## src/rtl/backprop_sequencer_if.sv

```systemverilog
// Handshake and status bundle between the backprop sequencer and its environment.
interface backprop_sequencer_if;
  logic        start;
  logic [31:0] layer_count;
  logic        in_valid;
  logic        in_ready;
  logic        out_ready;
  logic        stream_valid;
  logic        copy;
  logic        cal_dy_dy_old;
  logic        stack_reset;
  logic [31:0] current_layer_index;
  logic [31:0] dc_dw_layer_index;
  logic        busy;
  logic        done;
  logic        error;

  // Sequencer side.
  modport master (
    input  start, layer_count, in_valid, out_ready,
    output in_ready, stream_valid, copy, cal_dy_dy_old, stack_reset,
           current_layer_index, dc_dw_layer_index, busy, done, error
  );

  // Environment side: drives requests and rows, observes strobes.
  modport slave (
    output start, layer_count, in_valid, out_ready,
    input  in_ready, stream_valid, copy, cal_dy_dy_old, stack_reset,
           current_layer_index, dc_dw_layer_index, busy, done, error
  );
endinterface

```

## src/rtl/backprop_sequencer.sv

```systemverilog
// Backprop pass sequencer: walks layers from top to bottom, loading rows,
// propagating, copying, streaming dc/dw words and clearing the stack per layer.
module backprop_sequencer #(
  parameter int size           = 3,
  parameter int max_layer_size = 4
) (
  input  logic                 clk,
  input  logic                 reset,
  backprop_sequencer_if.master bus
);

  typedef enum logic [2:0] {
    IDLE, LOAD, PROPAGATE, COPY, STREAM, CLEAR, DONE
  } state_t;

  localparam logic [31:0] LAST_ROW = 32'(size - 1);
  localparam logic [31:0] MAX_LC   = 32'(max_layer_size);

  state_t      state_q, state_d;
  logic [31:0] row_cnt_q, row_cnt_d;
  logic [31:0] cli_q, cli_d;
  logic [31:0] dci_q, dci_d;
  logic        err_q, err_d;

  // State and counter registers; reset wins over any pending request.
  always_ff @(posedge clk) begin
    if (reset) begin
      state_q   <= IDLE;
      row_cnt_q <= '0;
      cli_q     <= '0;
      dci_q     <= '0;
      err_q     <= 1'b0;
    end else begin
      state_q   <= state_d;
      row_cnt_q <= row_cnt_d;
      cli_q     <= cli_d;
      dci_q     <= dci_d;
      err_q     <= err_d;
    end
  end

  // Next-state and counter updates; counters saturate instead of wrapping.
  always_comb begin
    state_d   = state_q;
    row_cnt_d = row_cnt_q;
    cli_d     = cli_q;
    dci_d     = dci_q;
    err_d     = 1'b0;
    unique case (state_q)
      IDLE: begin
        if (bus.start) begin
          if (bus.layer_count == 32'd0 || bus.layer_count > MAX_LC) begin
            err_d = 1'b1;
          end else begin
            state_d   = LOAD;
            cli_d     = bus.layer_count - 32'd1;
            row_cnt_d = '0;
          end
        end
      end
      LOAD: begin
        if (bus.in_valid) begin
          if (row_cnt_q == LAST_ROW) begin
            // Bottom layer has no older dy to propagate into.
            state_d = (cli_q != 32'd0) ? PROPAGATE : COPY;
          end else begin
            row_cnt_d = row_cnt_q + 32'd1;
          end
        end
      end
      PROPAGATE: state_d = COPY;
      COPY: begin
        dci_d   = '0;
        state_d = STREAM;
      end
      STREAM: begin
        if (bus.out_ready) begin
          if (dci_q == LAST_ROW) state_d = CLEAR;
          else                   dci_d   = dci_q + 32'd1;
        end
      end
      CLEAR: begin
        if (cli_q == 32'd0) begin
          state_d = DONE;
        end else begin
          cli_d     = cli_q - 32'd1;
          row_cnt_d = '0;
          state_d   = LOAD;
        end
      end
      DONE:    state_d = IDLE;
      default: state_d = IDLE;
    endcase
  end

  // Moore strobe decode from the registered state; one state -> one strobe.
  always_comb begin
    bus.in_ready            = (state_q == LOAD);
    bus.cal_dy_dy_old       = (state_q == PROPAGATE);
    bus.copy                = (state_q == COPY);
    bus.stream_valid        = (state_q == STREAM);
    bus.stack_reset         = (state_q == CLEAR);
    bus.done                = (state_q == DONE);
    bus.busy                = (state_q != IDLE);
    bus.error               = err_q;
    bus.current_layer_index = cli_q;
    bus.dc_dw_layer_index   = dci_q;
  end

endmodule
```

## src/flat_wrapper.sv

```systemverilog
// flat-port wrapper written by rule: the top's interface ports become plain ports
module backprop_sequencer_flat 
#(
  parameter int size           = 3,
  parameter int max_layer_size = 4
)
  (clk, reset, bus_start, bus_layer_count, bus_in_valid, bus_out_ready, bus_in_ready, bus_stream_valid, bus_copy, bus_cal_dy_dy_old, bus_stack_reset, bus_current_layer_index, bus_dc_dw_layer_index, bus_busy, bus_done, bus_error);
  backprop_sequencer_if bus_i ();
  input  logic clk;
  input  logic reset;
  input wire logic [$bits(bus_i.start)-1:0] bus_start;
  input wire logic [$bits(bus_i.layer_count)-1:0] bus_layer_count;
  input wire logic [$bits(bus_i.in_valid)-1:0] bus_in_valid;
  input wire logic [$bits(bus_i.out_ready)-1:0] bus_out_ready;
  output wire logic [$bits(bus_i.in_ready)-1:0] bus_in_ready;
  output wire logic [$bits(bus_i.stream_valid)-1:0] bus_stream_valid;
  output wire logic [$bits(bus_i.copy)-1:0] bus_copy;
  output wire logic [$bits(bus_i.cal_dy_dy_old)-1:0] bus_cal_dy_dy_old;
  output wire logic [$bits(bus_i.stack_reset)-1:0] bus_stack_reset;
  output wire logic [$bits(bus_i.current_layer_index)-1:0] bus_current_layer_index;
  output wire logic [$bits(bus_i.dc_dw_layer_index)-1:0] bus_dc_dw_layer_index;
  output wire logic [$bits(bus_i.busy)-1:0] bus_busy;
  output wire logic [$bits(bus_i.done)-1:0] bus_done;
  output wire logic [$bits(bus_i.error)-1:0] bus_error;
  assign bus_i.start = bus_start;
  assign bus_i.layer_count = bus_layer_count;
  assign bus_i.in_valid = bus_in_valid;
  assign bus_i.out_ready = bus_out_ready;
  assign bus_in_ready = bus_i.in_ready;
  assign bus_stream_valid = bus_i.stream_valid;
  assign bus_copy = bus_i.copy;
  assign bus_cal_dy_dy_old = bus_i.cal_dy_dy_old;
  assign bus_stack_reset = bus_i.stack_reset;
  assign bus_current_layer_index = bus_i.current_layer_index;
  assign bus_dc_dw_layer_index = bus_i.dc_dw_layer_index;
  assign bus_busy = bus_i.busy;
  assign bus_done = bus_i.done;
  assign bus_error = bus_i.error;
  backprop_sequencer #(.size(size), .max_layer_size(max_layer_size)) u_core (.clk(clk), .reset(reset), .bus(bus_i));
endmodule
```

## config.mk

```make
export PLATFORM = sky130hd
export DESIGN_NAME = backprop_sequencer_flat
export DESIGN_NICKNAME = d
export VERILOG_FILES = /design/src/rtl/backprop_sequencer_if.sv /design/src/rtl/backprop_sequencer.sv /design/src/flat_wrapper.sv
export SDC_FILE = /design/constraint.sdc
export NUM_CORES = 1
export LEC_CHECK = 0
export CORE_MARGIN = 1.5
export CORE_UTILIZATION = 35
export CTS_BUF_LIST = sky130_fd_sc_hd__clkbuf_4 sky130_fd_sc_hd__clkbuf_8 sky130_fd_sc_hd__clkbuf_16
export DETAILED_ROUTE_END_ITERATION = 7
export GPL_TIMING_DRIVEN = 0
export HOLD_SLACK_MARGIN = 0.05
export PLACE_DENSITY = 0.63
export SLEW_MARGIN = 20
export SYNTH_ARGS = -nofsm -noshare
export SYNTH_HDL_FRONTEND = slang
export SYNTH_SLANG_ARGS = --single-unit
export TNS_END_PERCENT = 50
```

## constraint.sdc

```tcl
create_clock -name clk -period 7.8 [get_ports clk]
set_clock_uncertainty 0.1 [all_clocks]
set_input_delay 1.17 -clock clk [delete_from_list [all_inputs] [get_ports clk]]
set_output_delay 1.17 -clock clk [all_outputs]
set_load 0.005 [all_outputs]
```

# Yosys cells after proc, flatten, opt, wreduce, memory -nomap -nowiden

Cells that the tools add are included.

Flip-flop bits (word level): 100
Latch bits: 0
Memory bits (writable): 0
Memory bits (read-only): 0
Input port bits: 37
Output and inout bits: 72
Word-level logic and storage cells: 66
Memories kept: 0

$add $sub $neg: 4
Multipliers: 0
Div/mod/pow operators: 0
Order comparisons: 1
Equality and inequality tests: 17
Shift operators: 0
Mux-type cells: 23
Bitwise logic cells: 2
Reductions and logical operators: 14

Operators by type and width:

| kind                                                                              | number |
|---|---|
| 32-bit two-way mux                                                                | 10 |
| 32-bit case mux with 2 select lines                                               | 2 |
| 32-bit case mux with 3 select lines                                               | 1 |
| 32-bit by 1-bit adder with 32-bit output (second input constant)                  | 2 |
| 32-bit by 2-bit equality test with 1-bit output (second input constant)           | 2 |
| 32-bit logical NOT                                                                | 2 |
| 32-bit by 1-bit subtractor with 32-bit output (second input constant)             | 2 |
| 32-bit by 3-bit greater-than comparator with 1-bit output (second input constant) | 1 |
| 32-bit nonzero test                                                               | 1 |
| 3-bit two-way mux                                                                 | 7 |
| 3-bit case mux with 6 select lines                                                | 1 |
| 2-bit inequality test (second input constant)                                     | 7 |
| 6-bit AND reduction                                                               | 2 |
| 3-bit equality test (second input constant)                                       | 3 |
| 3-bit by 2-bit equality test with 1-bit output (second input constant)            | 2 |
| 3-bit nonzero test                                                                | 2 |
| 2-bit by 1-bit inequality test with 1-bit output (second input constant)          | 2 |
| 4-bit AND reduction                                                               | 1 |
| 2-bit nonzero test                                                                | 2 |
| 3-bit by 1-bit equality test with 1-bit output (second input constant)            | 1 |
| 3-bit logical NOT                                                                 | 1 |
| 3-bit AND reduction                                                               | 1 |
| 3-bit OR reduction                                                                | 1 |
| 1-bit two-way mux                                                                 | 2 |
| 2 further kinds                                                                   | 3 |

# Logic depth before layout (Yosys ltp)

Word-level depth: 5
Depth in mapped cells: 15
Mapped depth without buffers: 9

# Worst setup path after synthesis

OpenSTA, ideal clock, no wires.

Path type: in2reg
Start: in bus_layer_count[16]
End: reg u_core.row_cnt_q[22]
Library setup time: 0.070 ns
Arrival: 3.453 ns
Required time: 7.630 ns
Slack: 4.177 ns
Stages: 9
Path buffers: 2
Path through: or3_1 -> or4b_1 -> nor4_4 -> and3_1 -> buf_4 -> o21ai_1 -> buf_2 -> or3_1 -> a21oi_1

Word-level cells in the longest chain between the ends: 4
Elaborated cells on any way between the ends: 5
Those cells by class: order compare (1); eq/ne (1); reduce/logical (3)

Ends and longest elaborated chain:

| what                                                                                                   | RTL line                 | text |
|---|---|---|
| start: declaration                                                                                     | flat_wrapper.sv:12       | `input wire logic [$bits(bus_i.layer_count)-1:0] bus_layer_count;` |
| 32-bit by 3-bit greater-than comparator with 1-bit output / 32-bit logical NOT (equally long branches) | backprop_sequencer.sv:52 | `if (bus.layer_count == 32'd0 \|\| bus.layer_count > MAX_LC) begin` |
| 1-bit logical OR (*)                                                                                   | backprop_sequencer.sv:52 |  |
| 2-bit inequality test (no source line) (*)                                                             | -                        |  |
| 6-bit AND reduction (no source line) (*)                                                               | -                        |  |
| end signal: assignment                                                                                 | backprop_sequencer.sv:35 | `row_cnt_q <= row_cnt_d;` |
| end: declaration                                                                                       | backprop_sequencer.sv:20 | `logic [31:0] row_cnt_q, row_cnt_d;` |

Mark *: on every way between the ends. The rest lies on a longest branch, timed or not.
A chain may end at the register's enable or synchronous reset.

# Worst setup path in the final report

Start: reg u_core.state_q[2]
End: reg u_core.cli_q[22] (netlist: u_core.bus.current_layer_index[22])

Word-level cells in the longest chain between the ends: 3
Elaborated cells on any way between the ends: 8
Those cells by class: eq/ne (4); mux (1); reduce/logical (3)

Ends and longest elaborated chain:

| what                                                                                | RTL line                 | text |
|---|---|---|
| start: declaration                                                                  | backprop_sequencer.sv:19 | `state_t state_q, state_d;` |
| start signal: assignment                                                            | backprop_sequencer.sv:34 | `state_q <= state_d;` |
| 3-bit equality test / 3-bit logical NOT (equally long branches)                     | backprop_sequencer.sv:49 | `unique case (state_q)` |
| 2-bit inequality test (no source line) / 2-bit nonzero test (equally long branches) | -                        |  |
| 4-bit AND reduction (no source line)                                                | -                        |  |
| end signal: assignment                                                              | backprop_sequencer.sv:36 | `cli_q <= cli_d;` |
| end: declaration                                                                    | backprop_sequencer.sv:21 | `logic [31:0] cli_q, cli_d;` |

Parallel ways exist; a longest one is shown, timed or not.

==> impl_metrics.toml <==
[run_status]
outcome = "completed"

[placed_design]
dp_cells = 1089
dp_hpwl_mm = 13.68
place_area_um2 = 7112
gp_congestion = 0.9274
io_buffers = 108

[yosys]
synth_edf_count = 0
ys_ff_latch = 100
async_flop_share_pct = 0
postSynthCellCount = 765
yosys_warnings = 0
netlist.area_leader.share_pct = 34.75
avgSynthCellArea_um2 = 7.530
netlist_area_um2 = 5761
synthFlopType = "dfxtp_1"
yosysUniqueCellTypes = 63
synth_area_leaders = "dfxtp_1 35%, a21oi_1 5.7%, nor2_1 4.9%"
yosysTopAreaCell = "dfxtp_1"
synth_fp_nets = 807
ys_seq_area_share_pct = 34.75

[route]
drt_wl_total_mm = 18.76
drt_iter0_drc = 587
dr.pass1.iters = 6
drc_errors = 0
ant_nets = 0
wl_per_cell_um = 16.98
viasPerCell = 5.730
vias = 6332

[clocking]
cts.repair.resized = 0
cts_hold_buf = 0
clock_latency_ps = 360
cts_root_buf = "clkbuf_16"
h-tree-depth = 3
cts_tree = "yes"
clockBufferDepth = 2
cts_made_buffers = 9
clk_pin_slew_worst_paths_ps = 80
cts_setup_buffers = 0
cts.sinks = 100

[sta]
rsz0062_at_grt = "false"
timing.final.crit_share_pct = 60.90
report.final.hold_viol_count = 0
worst_pin_slew_ps = 743.2
slew_headroom_pct = 50.00
hold_ws_ps = 399.3
fmax_ghz = 0.2105
slew_violations = 0
setup_violations = 0
setup-tns-final_ps = 0
fin_crit_ps = 4750

[setup_path]
cp_cell_sequence = "clkbuf_1 > nand3b_1 > clkbuf_1 > clkbuf_1 > buf_1 > mux2i_1 > ha_1 > buf_1 > nor3b_1 > a32o_1 > clkbuf_1 > nand3_1 > o31a_1 > o21ai_1 > a21oi_1"
crit_slowest_cell = "buf_1"
crit_type = "reg2reg"
worst_setup_path_end_kind = "register"
critPathLaunchType = "register"
path_buf_inv = 6
required_ps = 7920
cpPeakStageDelay_ps = 500
cp_top_family = "buffers and inverters"
crit_path_frequent_cell = "clkbuf_1"
cp_data_arrival_time_ps = 4870
cp_max_fo = 10

[layout]
stdcell_area_um2 = 7458
area_growth_pct = 29.47
drive_above_1_share_pct = 4.049
multiInputGateArea_um2 = 3523
layout.nets = 926
final_common_cell = "clkdlybuf4s50_1"
nFillCells = 1683
n_antenna_cell = 0
layoutNonFillerInstCount = 1105
seq_area_um2 = 2002
final_cell_mix = "108 x clkdlybuf4s50_1, 100 x dfxtp_1, 75 x nor2_1"

[job]
cap_violations = 0

[global_routing]
track_usage_pct = 21.71
grt_overflow = 0
grt_pass1_vias = 5855
antenna_found_initial = 0
grt_max_degree = 18
grt_pass1_wl_mm = 30.64

[floorplanning]
coreArea_um2 = 16000
core.rowCount = 46
fp.dieH_um = 131.3
initial_core_util_pct = 36.00
io_pins = 109
die_x_um = 131.3
dieArea_um2 = 17240

[pwr]
leakagePower_nw = 2.545
irDropWorstVdd_mv = 0.1115
powerDensity_nw_per_um2 = 145.9

[worst_hold_path]
hold_path.class = "reg2reg"
## stage by stage
stage | power, mW | worst slack (ps) | util, %
after floorplan | 0.5413 | 4177 | -
after global placement | 0.5736 | 3205 | 44.45
after detailed placement | 0.5737 | 3170 | 44.45
after CTS | 1.099 | 3146 | 46.61
after global routing | 1.120 | 2761 | 46.61
final | 1.088 | 3050 | 46.61
## routing by layer
metal	GRT usage, %	wire [um]
met4	7.099	461
met5	0	0
met1	29.42	8432
met2	34.27	8384
met3	4.784	1486
## path summary, 6_finish.rpt
kind	startpoint	end	slack, ps	depth (start not counted)
setup / recovery	u_core.state_q[2]$_SDFFE_PP0P_	u_core.bus.current_layer_index[22]$_SDFFE_PP0P_	3050	15
hold / removal	u_core.row_cnt_q[30]$_SDFFE_PP0P_	u_core.row_cnt_q[30]$_SDFFE_PP0P_	400	2
setup reg to reg	u_core.state_q[2]$_SDFFE_PP0P_	u_core.bus.current_layer_index[22]$_SDFFE_PP0P_	3050	15
hold reg to reg	u_core.row_cnt_q[30]$_SDFFE_PP0P_	u_core.row_cnt_q[30]$_SDFFE_PP0P_	400	2
## worst register-to-register path: cells and delay by family, from the launching register on
kind	cells	cell delay, ps
adders and majority gates	1	160
and+or+nand+nor	3	740
buffers and inverters	6	2380
muxes	1	270
DFF	1	300
AOI/OAI and AO/OA	4	680
## report_power, final
group	internal, mW	switching (mW)
clock network	0.316	0.210
registers	0.510	0.0000579
logic	0.0241	0.0277
total	0.850	0.238
## sequential cells by signal (all words and copies together) (netlist names)
signal	cells
u_core.row_cnt_q	32
u_core.bus.dc_dw_layer_index	32
u_core.state_q	3
u_core.bus.current_layer_index	32
u_core.bus.error	1
## cells in the mapped netlist, drive strengths merged, types with 5 or more instances
library cell and number:
a211oi 5, a21oi 66, and2 7, and3 14, and4 6, buf 14
clkbuf 28, dfxtp 100, ha 5, inv 16, mux2i 8, nand2 71
nand3 33, nand4 26, nor2 75, nor3 35, nor4 30, o211ai 10
o21ai 64, o31ai 12, or3 34, or4 16, xnor2 9, xor2 23
## area by class of cell
| cell class | instances | area share (%) |
|---|---|---|
| Clock inverter | 7 | 1.627 |
| Clock buffer | 9 | 3.020 |
| Inverter | 17 | 0.8556 |
| Multi-Input combinational cell | 606 | 47.24 |
| Buffer | 42 | 2.298 |
| Sequential cell | 100 | 26.84 |
| Timing Repair Buffer | 108 | 14.49 |
| Tap cell | 216 | 3.624 |
## logic make-up after synthesis
kind of cell / synth area share (%)
AO/OA/AOI/OAI: 19.77
multiplexers: 1.390
AND/OR/NAND/NOR: 34.06
buffers and inverters: 4.083
flip-flops: 34.75
XOR/XNOR: 4.865
adder cells (fa/ha/maj): 1.086
(Power assumes the default switching activity.)
